--- src/rtl/pattern_pkg.sv ---
// ---------------------------------------------------------------------------
// pattern_pkg
// Shared definitions for the pattern generator timing slice:
//   - timing FSM state encoding
//   - pattern mode codes carried on Mode
//   - deltaX codes carried on X, plus a helper returning the pixel step
//   - small constant helper used for sizing the interval counter
// ---------------------------------------------------------------------------
package pattern_pkg;

  typedef enum logic [2:0] {
    ST_IDLE   = 3'd0,
    ST_FSYNC  = 3'd1,
    ST_LSYNC  = 3'd2,
    ST_ACTIVE = 3'd3,
    ST_HBLANK = 3'd4,
    ST_VBLANK = 3'd5
  } tstate_e;

  // Code 0 is not a valid mode; a start request carrying it is refused.
  typedef enum logic [2:0] {
    MODE_NONE     = 3'd0,
    MODE_REGULAR  = 3'd1,
    MODE_CONST    = 3'd2,
    MODE_WHITE1X1 = 3'd3,
    MODE_BLACK1X1 = 3'd4,
    MODE_WHITE2X2 = 3'd5,
    MODE_BLACK2X2 = 3'd6,
    MODE_RAMP     = 3'd7
  } mode_e;

  typedef enum logic [1:0] {
    DX_0 = 2'b00,
    DX_1 = 2'b01,
    DX_4 = 2'b10,
    DX_8 = 2'b11
  } deltax_e;

  // Pixel step for a deltaX code, as used by the downstream ramp counter.
  function automatic int unsigned deltax_step(input logic [1:0] code);
    case (code)
      2'b00:   deltax_step = 0;
      2'b01:   deltax_step = 1;
      2'b10:   deltax_step = 4;
      default: deltax_step = 8;
    endcase
  endfunction

  function automatic int max3(input int a, input int b, input int c);
    int m;
    m = (a > b) ? a : b;
    max3 = (m > c) ? m : c;
  endfunction

endpackage

--- src/rtl/pattern_timing_gen_interval_cnt.sv ---
// ---------------------------------------------------------------------------
// timing_interval_cnt
// Loadable down-counter timing one interval (ACTIVE, HBLANK or VBLANK).
// Loading N-1 makes done_o assert on the N-th cycle after the load edge.
// The counter parks at zero once an interval has run out.
// Ports:
//   clk        in  clock
//   rst_n      in  asynchronous active-low reset
//   load_i     in  load load_val_i on the next edge (priority over counting)
//   load_val_i in  interval length minus one
//   done_o     out current count is zero (last cycle of the interval)
// ---------------------------------------------------------------------------
module timing_interval_cnt #(
  parameter int W = 12
) (
  input  logic         clk,
  input  logic         rst_n,
  input  logic         load_i,
  input  logic [W-1:0] load_val_i,
  output logic         done_o
);

  logic [W-1:0] cnt_q;
  logic [W-1:0] cnt_d;

  always_comb begin
    cnt_d = cnt_q;
    if (load_i) begin
      cnt_d = load_val_i;
    end else if (cnt_q != '0) begin
      cnt_d = cnt_q - 1'b1;
    end
  end

  always_ff @(posedge clk or negedge rst_n) begin
    if (!rst_n) begin
      cnt_q <= '0;
    end else begin
      cnt_q <= cnt_d;
    end
  end

  assign done_o = (cnt_q == '0);

endmodule

--- src/rtl/pattern_timing_gen.sv ---
// ---------------------------------------------------------------------------
// pattern_timing_gen
// Line/frame timing source for the pattern generator. Generates frame and
// line strobes, blanking flags and pixel/line indices, and latches the
// pattern mode and deltaX once per frame so a frame never changes pattern.
// Every output is a register; outputs describe the state being occupied in
// the current cycle.
//
// Optional feature (macro PAT_TIMING_FRAME_CNT_EN): when defined, adds a
// 16-bit wrapping frame counter output frame_cnt that steps on each f_sync.
//
// Ports:
//   clk       in   master clock
//   rst_n     in   asynchronous active-low reset
//   enable    in   run request, sampled in IDLE and on the last VBLANK cycle
//   abort     in   synchronous abort back to IDLE (highest priority)
//   mode_in   in   requested pattern mode (0 is rejected)
//   x_in      in   requested deltaX code
//   f_sync    out  frame start pulse
//   sync      out  line start pulse
//   endLine   out  HBLANK/VBLANK flag, held until the next line start
//   endFrame  out  last line's HBLANK plus VBLANK
//   active    out  active pixel cycle
//   pix_cnt   out  active pixel index
//   line_cnt  out  current line index
//   Mode      out  mode latched at frame start
//   X         out  deltaX latched at frame start
//   cfg_err   out  pulse: start refused because mode_in was 0
//   busy      out  not idle
//   frame_cnt out  frames started (only with PAT_TIMING_FRAME_CNT_EN)
// ---------------------------------------------------------------------------
module pattern_timing_gen
  import pattern_pkg::*;
#(
  parameter int PIX_PER_LINE    = 4096,
  parameter int LINES_PER_FRAME = 32,
  parameter int HBLANK          = 8,
  parameter int VBLANK          = 16,
  parameter int PIX_W           = 12,
  parameter int LINE_W          = 5
) (
  input  logic              clk,
  input  logic              rst_n,
  input  logic              enable,
  input  logic              abort,
  input  logic [2:0]        mode_in,
  input  logic [1:0]        x_in,
  output logic              f_sync,
  output logic              sync,
  output logic              endLine,
  output logic              endFrame,
  output logic              active,
  output logic [PIX_W-1:0]  pix_cnt,
  output logic [LINE_W-1:0] line_cnt,
  output logic [2:0]        Mode,
  output logic [1:0]        X,
`ifdef PAT_TIMING_FRAME_CNT_EN
  output logic [15:0]       frame_cnt,
`endif
  output logic              cfg_err,
  output logic              busy
);

  localparam int IV_MAX = max3(PIX_PER_LINE, HBLANK, VBLANK);
  localparam int CNT_W  = (IV_MAX < 2) ? 1 : $clog2(IV_MAX);

  localparam logic [CNT_W-1:0]  ACT_LOAD  = CNT_W'(PIX_PER_LINE - 1);
  localparam logic [CNT_W-1:0]  HBL_LOAD  = CNT_W'(HBLANK - 1);
  localparam logic [CNT_W-1:0]  VBL_LOAD  = CNT_W'(VBLANK - 1);
  localparam logic [LINE_W-1:0] LAST_LINE = LINE_W'(LINES_PER_FRAME - 1);

  tstate_e           state_q;
  logic              f_sync_q, sync_q, endline_q, endframe_q, active_q;
  logic              cfg_err_q, busy_q;
  logic [PIX_W-1:0]  pix_q;
  logic [LINE_W-1:0] line_q;
  logic [2:0]        mode_q;
  logic [1:0]        x_q;
`ifdef PAT_TIMING_FRAME_CNT_EN
  logic [15:0]       frame_cnt_q;
`endif

  logic             iv_load;
  logic [CNT_W-1:0] iv_val;
  logic             iv_done;
  logic             last_line;
  logic             start_ok;

  assign last_line = (line_q == LAST_LINE);

  // A frame may start from IDLE or straight out of the last VBLANK cycle.
  assign start_ok = !abort && enable && (mode_in != MODE_NONE) &&
                    ((state_q == ST_IDLE) || ((state_q == ST_VBLANK) && iv_done));

  // The interval counter is loaded on the edge that enters each timed
  // interval, so its done flag marks that interval's final cycle.
  always_comb begin
    iv_load = 1'b0;
    iv_val  = '0;
    case (state_q)
      ST_LSYNC: begin
        iv_load = 1'b1;
        iv_val  = ACT_LOAD;
      end
      ST_ACTIVE: begin
        if (iv_done) begin
          iv_load = 1'b1;
          iv_val  = HBL_LOAD;
        end
      end
      ST_HBLANK: begin
        if (iv_done && last_line) begin
          iv_load = 1'b1;
          iv_val  = VBL_LOAD;
        end
      end
      default: ;
    endcase
  end

  timing_interval_cnt #(.W(CNT_W)) u_iv_cnt (
    .clk        (clk),
    .rst_n      (rst_n),
    .load_i     (iv_load),
    .load_val_i (iv_val),
    .done_o     (iv_done)
  );

  always_ff @(posedge clk or negedge rst_n) begin
    if (!rst_n) begin
      state_q     <= ST_IDLE;
      f_sync_q    <= 1'b0;
      sync_q      <= 1'b0;
      endline_q   <= 1'b0;
      endframe_q  <= 1'b0;
      active_q    <= 1'b0;
      cfg_err_q   <= 1'b0;
      busy_q      <= 1'b0;
      pix_q       <= '0;
      line_q      <= '0;
      mode_q      <= '0;
      x_q         <= '0;
`ifdef PAT_TIMING_FRAME_CNT_EN
      frame_cnt_q <= '0;
`endif
    end else begin
      f_sync_q  <= 1'b0;
      sync_q    <= 1'b0;
      cfg_err_q <= 1'b0;
      if (abort) begin
        // Mode/X and the frame counter deliberately survive an abort.
        state_q    <= ST_IDLE;
        endline_q  <= 1'b0;
        endframe_q <= 1'b0;
        active_q   <= 1'b0;
        busy_q     <= 1'b0;
        pix_q      <= '0;
        line_q     <= '0;
      end else begin
        case (state_q)
          ST_IDLE: begin
            if (enable && (mode_in == MODE_NONE)) begin
              cfg_err_q <= 1'b1;
            end
          end
          ST_FSYNC: begin
            state_q    <= ST_LSYNC;
            sync_q     <= 1'b1;
            pix_q      <= '0;
            endline_q  <= 1'b0;
            endframe_q <= 1'b0;
          end
          ST_LSYNC: begin
            state_q  <= ST_ACTIVE;
            active_q <= 1'b1;
          end
          ST_ACTIVE: begin
            if (iv_done) begin
              state_q    <= ST_HBLANK;
              active_q   <= 1'b0;
              endline_q  <= 1'b1;
              endframe_q <= last_line;
            end else begin
              pix_q <= pix_q + 1'b1;
            end
          end
          ST_HBLANK: begin
            if (iv_done) begin
              if (last_line) begin
                state_q <= ST_VBLANK;
              end else begin
                state_q    <= ST_LSYNC;
                line_q     <= line_q + 1'b1;
                sync_q     <= 1'b1;
                pix_q      <= '0;
                endline_q  <= 1'b0;
                endframe_q <= 1'b0;
              end
            end
          end
          ST_VBLANK: begin
            // Back-to-back frames keep endLine/endFrame through FSYNC;
            // they drop at the following line start.
            if (iv_done && !start_ok) begin
              state_q    <= ST_IDLE;
              endline_q  <= 1'b0;
              endframe_q <= 1'b0;
              busy_q     <= 1'b0;
              cfg_err_q  <= enable;
            end
          end
          default: state_q <= ST_IDLE;
        endcase

        if (start_ok) begin
          state_q     <= ST_FSYNC;
          f_sync_q    <= 1'b1;
          busy_q      <= 1'b1;
          line_q      <= '0;
          mode_q      <= mode_in;
          x_q         <= x_in;
`ifdef PAT_TIMING_FRAME_CNT_EN
          frame_cnt_q <= frame_cnt_q + 1'b1;
`endif
        end
      end
    end
  end

  assign f_sync    = f_sync_q;
  assign sync      = sync_q;
  assign endLine   = endline_q;
  assign endFrame  = endframe_q;
  assign active    = active_q;
  assign pix_cnt   = pix_q;
  assign line_cnt  = line_q;
  assign Mode      = mode_q;
  assign X         = x_q;
  assign cfg_err   = cfg_err_q;
  assign busy      = busy_q;
`ifdef PAT_TIMING_FRAME_CNT_EN
  assign frame_cnt = frame_cnt_q;
`endif

endmodule

--- config.mk ---
export PLATFORM = sky130hd
export DESIGN_NAME = pattern_timing_gen
export DESIGN_NICKNAME = d
export VERILOG_FILES = /design/src/rtl/pattern_pkg.sv /design/src/rtl/pattern_timing_gen_interval_cnt.sv /design/src/rtl/pattern_timing_gen.sv
export SDC_FILE = /design/constraint.sdc
export NUM_CORES = 1
export LEC_CHECK = 0
export CELL_PAD_IN_SITES_DETAIL_PLACEMENT = 0
export CELL_PAD_IN_SITES_GLOBAL_PLACEMENT = 1
export CORE_MARGIN = 10
export CORE_UTILIZATION = 30
export DETAILED_ROUTE_END_ITERATION = 7
export GPL_ROUTABILITY_DRIVEN = 1
export PLACE_DENSITY = 0.66
export SLEW_MARGIN = 25
export SYNTH_ARGS = -nofsm -noshare
export SYNTH_HDL_FRONTEND = slang
export SYNTH_HIERARCHICAL = 1
export SYNTH_SLANG_ARGS = --single-unit
--- constraint.sdc ---
create_clock -name clk -period 4.1 [get_ports clk]
set_input_delay 0.82 -clock clk [delete_from_list [all_inputs] [get_ports clk]]
set_output_delay 0.82 -clock clk [all_outputs]
set_load 0.01 [all_outputs]
==> impl_metrics.py <==
metrics = {
    "setup_path": {
        "cp_num_buf_inv": 3,
        "start_kind": "flop",
        "endpoint_kind": "flop",
        "slowest_delay_ns": 0.57,
        "crit_type": "flop to flop",
        "r2r-start": "u_iv_cnt/cnt_q[0]",
        "crit_chain": "inv_1, ha_1, nor4b_2, nand3_1, inv_2, nor2b_1, a221oi_2, buf_4, or4_1, a21oi_1",
        "crit_start": "u_iv_cnt/cnt_q[0]",
        "worstPathArrival_ns": 3.65,
        "cp.required_ns": 4.32,
        "cp_max_fo": 17,
        "crit_slowest_cell": "nor2b_1",
        "path_delay_family": "simple AND/OR/NAND/NOR gates",
    },
    "global_route": {
        "antenna_found_initial": 0,
        "gr-total-overflow": 0,
        "grt_usage_pct": 9.618,
        "grt_pass1_vias": 1858,
        "grt_pass1_wl_mm": 9.315,
        "grt_max_degree": 45,
    },
    "power": {
        "power_density_nw_per_um2": 433.3,
        "p_clk_share_pct": 26.1,
        "power_switching_uw": 413.0,
        "ir_drop_mv": 0.1428,
        "p_int_uw": 863.1,
        "power_frac_comb_pct": 27.7,
        "seqPwrFrac_pct": 46.2,
        "p_leak_uw": 0.001194,
        "p_sw_share_pct": 32.36,
    },
    "clock_network": {
        "htreeDepth": 2,
        "clk_pin_slew_ns": 0.09,
        "ctsLongestPathBuffers": 2,
        "cts_tree": "built",
        "cts_buffers": 5,
        "cts_sinks": 44,
        "postCtsHoldBufs": 0,
        "cts-root-buf": "clkbuf_8",
        "post_cts_buffers": 0,
        "clock_latency_ns": 0.30,
        "cts-resized-gates": 0,
    },
    "routing": {
        "vias": 1900,
        "dr_wl_met3_um": 339,
        "routed-wl-met2_mm": 2.576,
        "wl_met1_mm": 2.622,
        "drt-total-wl_mm": 5.599,
        "via_per_inst": 5.026,
        "first_pass_iters": 4,
        "wl_per_cell_um": 14.81,
        "drcViolationCount": 0,
        "first_iter_violations": 53,
        "top_layer": "met4",
        "ant_nets": 0,
    },
    "yosys": {
        "ys_warn_count": 6,
        "ys.flop_type": "dfrtp_1",
        "async_flop_share_pct": 100.0,
        "synth.distinct_cells": 52,
        "synth_nets": 254,
        "synth_top_cells_by_area": "dfrtp_1 (46%), a21oi_1 (3.8%), nand3_1 (3.4%)",
        "yosysMostFrequentCell": "dfrtp_1",
        "synth-seq-area-share_pct": 46.27,
        "yosys.area.top_type_share_pct": 46.27,
        "syn_avg_cell_area_um2": 9.916,
        "synthCells": 240,
        "synth-edff-count": 0,
        "synth_area_um2": 2380,
        "ys_top_cells_by_count": "dfrtp_1 (44), nand2_1 (19), a21oi_1 (18), nand3_1 (16), nor2_1 (11)",
        "synth-seq-cells": 44,
        "synth_top_area_cell": "dfrtp_1",
    },
    "sta": {
        "fin_ws_ns": 0.6734,
        "hold_violations": 0,
        "max_slew_margin_pct": 44.72,
        "fmax_ghz": 0.2918,
        "rsz0062_at_grt": "false",
        "post-route-min-period_ns": 3.427,
        "maxSlewViolCount": 0,
        "setup_viol_count_final": 0,
        "tns_ns": 0,
        "skew_ns": 0.009593,
        "finalCritPeriodShare_pct": 83.58,
        "tightest_slew_ns": 0.8292,
    },
    "floorplanning": {
        "dieArea_um2": 11900,
        "ios": 38,
        "coreArea_um2": 7727,
        "start_util_pct": 30.80,
        "die_h_um": 109.1,
        "die_w_um": 109.1,
        "rows": 32,
    },
    "placement": {
        "portBuffers": 37,
        "pre_cts_ws_ns": 0.7235,
        "dp_hpwl_mm": 3.996,
        "gp_congestion": 0.7615,
        "dp.cells": 370,
    },
    "layout": {
        "drive_gt1_share_pct": 9.783,
        "stdcell_count": 378,
        "antenna_cells": 0,
        "syn2layout_area_growth_pct": 23.76,
        "final_nets": 289,
    },
    "run": {
        "maxCapViolCount": 0,
    },
    "worst_hold_path": {
        "hold_class": "flop to flop",
        "holdCritStartpoint": "endLine",
    },
    "run_status": {
        "status": "finished clean",
    },
}
per-stage QoR:
step           total power, uW  utilization [%]  instance area (um2)  hold WS [ns]
2_1_floorplan            841.0                -                 2380        0.5185
3_3_place_gp             950.4            36.59                 2828        0.4764
3_5_place_dp             950.9            36.69                 2835        0.4780
4_1_cts                   1291            38.08                 2943        0.4982
5_1_grt                   1362            38.12                 2945        0.5187
6_report                  1276            38.12                 2945        0.4898
cell usage in the layout (no fill, tap or decap), types with 3 or more instances in the layout:
cell	n
and3_1	4
clkdlybuf4s50_1	36
nand3_1	16
mux2_2	6
a22o_1	6
xnor2_1	4
a21oi_1	18
nor2b_1	7
xor2_1	4
o21ai_1	3
dfrtp_1	44
o21ai_0	9
ha_1	5
nor2_1	11
inv_1	9
or4_1	6
o31ai_1	7
o31a_1	3
nor3_1	4
nand2b_1	5
clkbuf_8	5
or3_1	5
nand2_1	19
buf_4	3
registers in the layout, indices dropped and copies added, names as in the netlist:
register	cells
line_cnt	5
Mode	3
active	1
pix_cnt	12
state_q	3
u_iv_cnt/cnt_q	12
sync	1
endLine	1
X	2
busy	1
endFrame	1
f_sync	1
cfg_err	1
power by group through the flow:
| stage | registers, uW | logic [uW] | clock network (uW) |
|---|---|---|---|
| global route | 601 | 399 | 362 |
| detailed placement | 597 | 354 | 0 |
| finish | 589 | 354 | 333 |
| floorplan | 586 | 255 | 0 |
| global placement | 596 | 354 | 0 |
| CTS | 589 | 357 | 345 |
logic make-up after synthesis:
| kind of cell | synth area share, % |
|---|---|
| buffers and inverters | 3.785 |
| AO/OA/AOI/OAI | 17.30 |
| flip-flops | 46.27 |
| AND/OR/NAND/NOR | 23.82 |
| XOR/XNOR | 2.944 |
| adder cells (fa/ha/maj) | 2.629 |
| multiplexers | 3.260 |
per-layer routing:
metal,track usage (%),vias to the layer above
met3,3.835,6
met5,0,-
li1,-,954
met4,2.542,0
met2,15.42,25
met1,11.73,915
cell type report:
type / instances / area, um2
Fill cell: 795 / 4782
Sequential cell: 44 / 1101
Inverter: 10 / 37.54
Clock inverter: 2 / 35.03
Multi-Input combinational cell: 175 / 1189
Clock buffer: 6 / 72.57
Tap cell: 102 / 127.6
Timing Repair Buffer: 39 / 382.9
path summary, 6_finish.rpt:
path,to,slack [ns],cells after the start
max in group asynchronous,line_cnt[4],3.19,1
max reg2reg,pix_cnt[9],0.67,10
min,endLine,0.49,1
min reg2reg,endLine,0.49,1
max,pix_cnt[9],0.67,10
min in group asynchronous,Mode[2],0.52,1
Power figures use the tool's default switching activity.
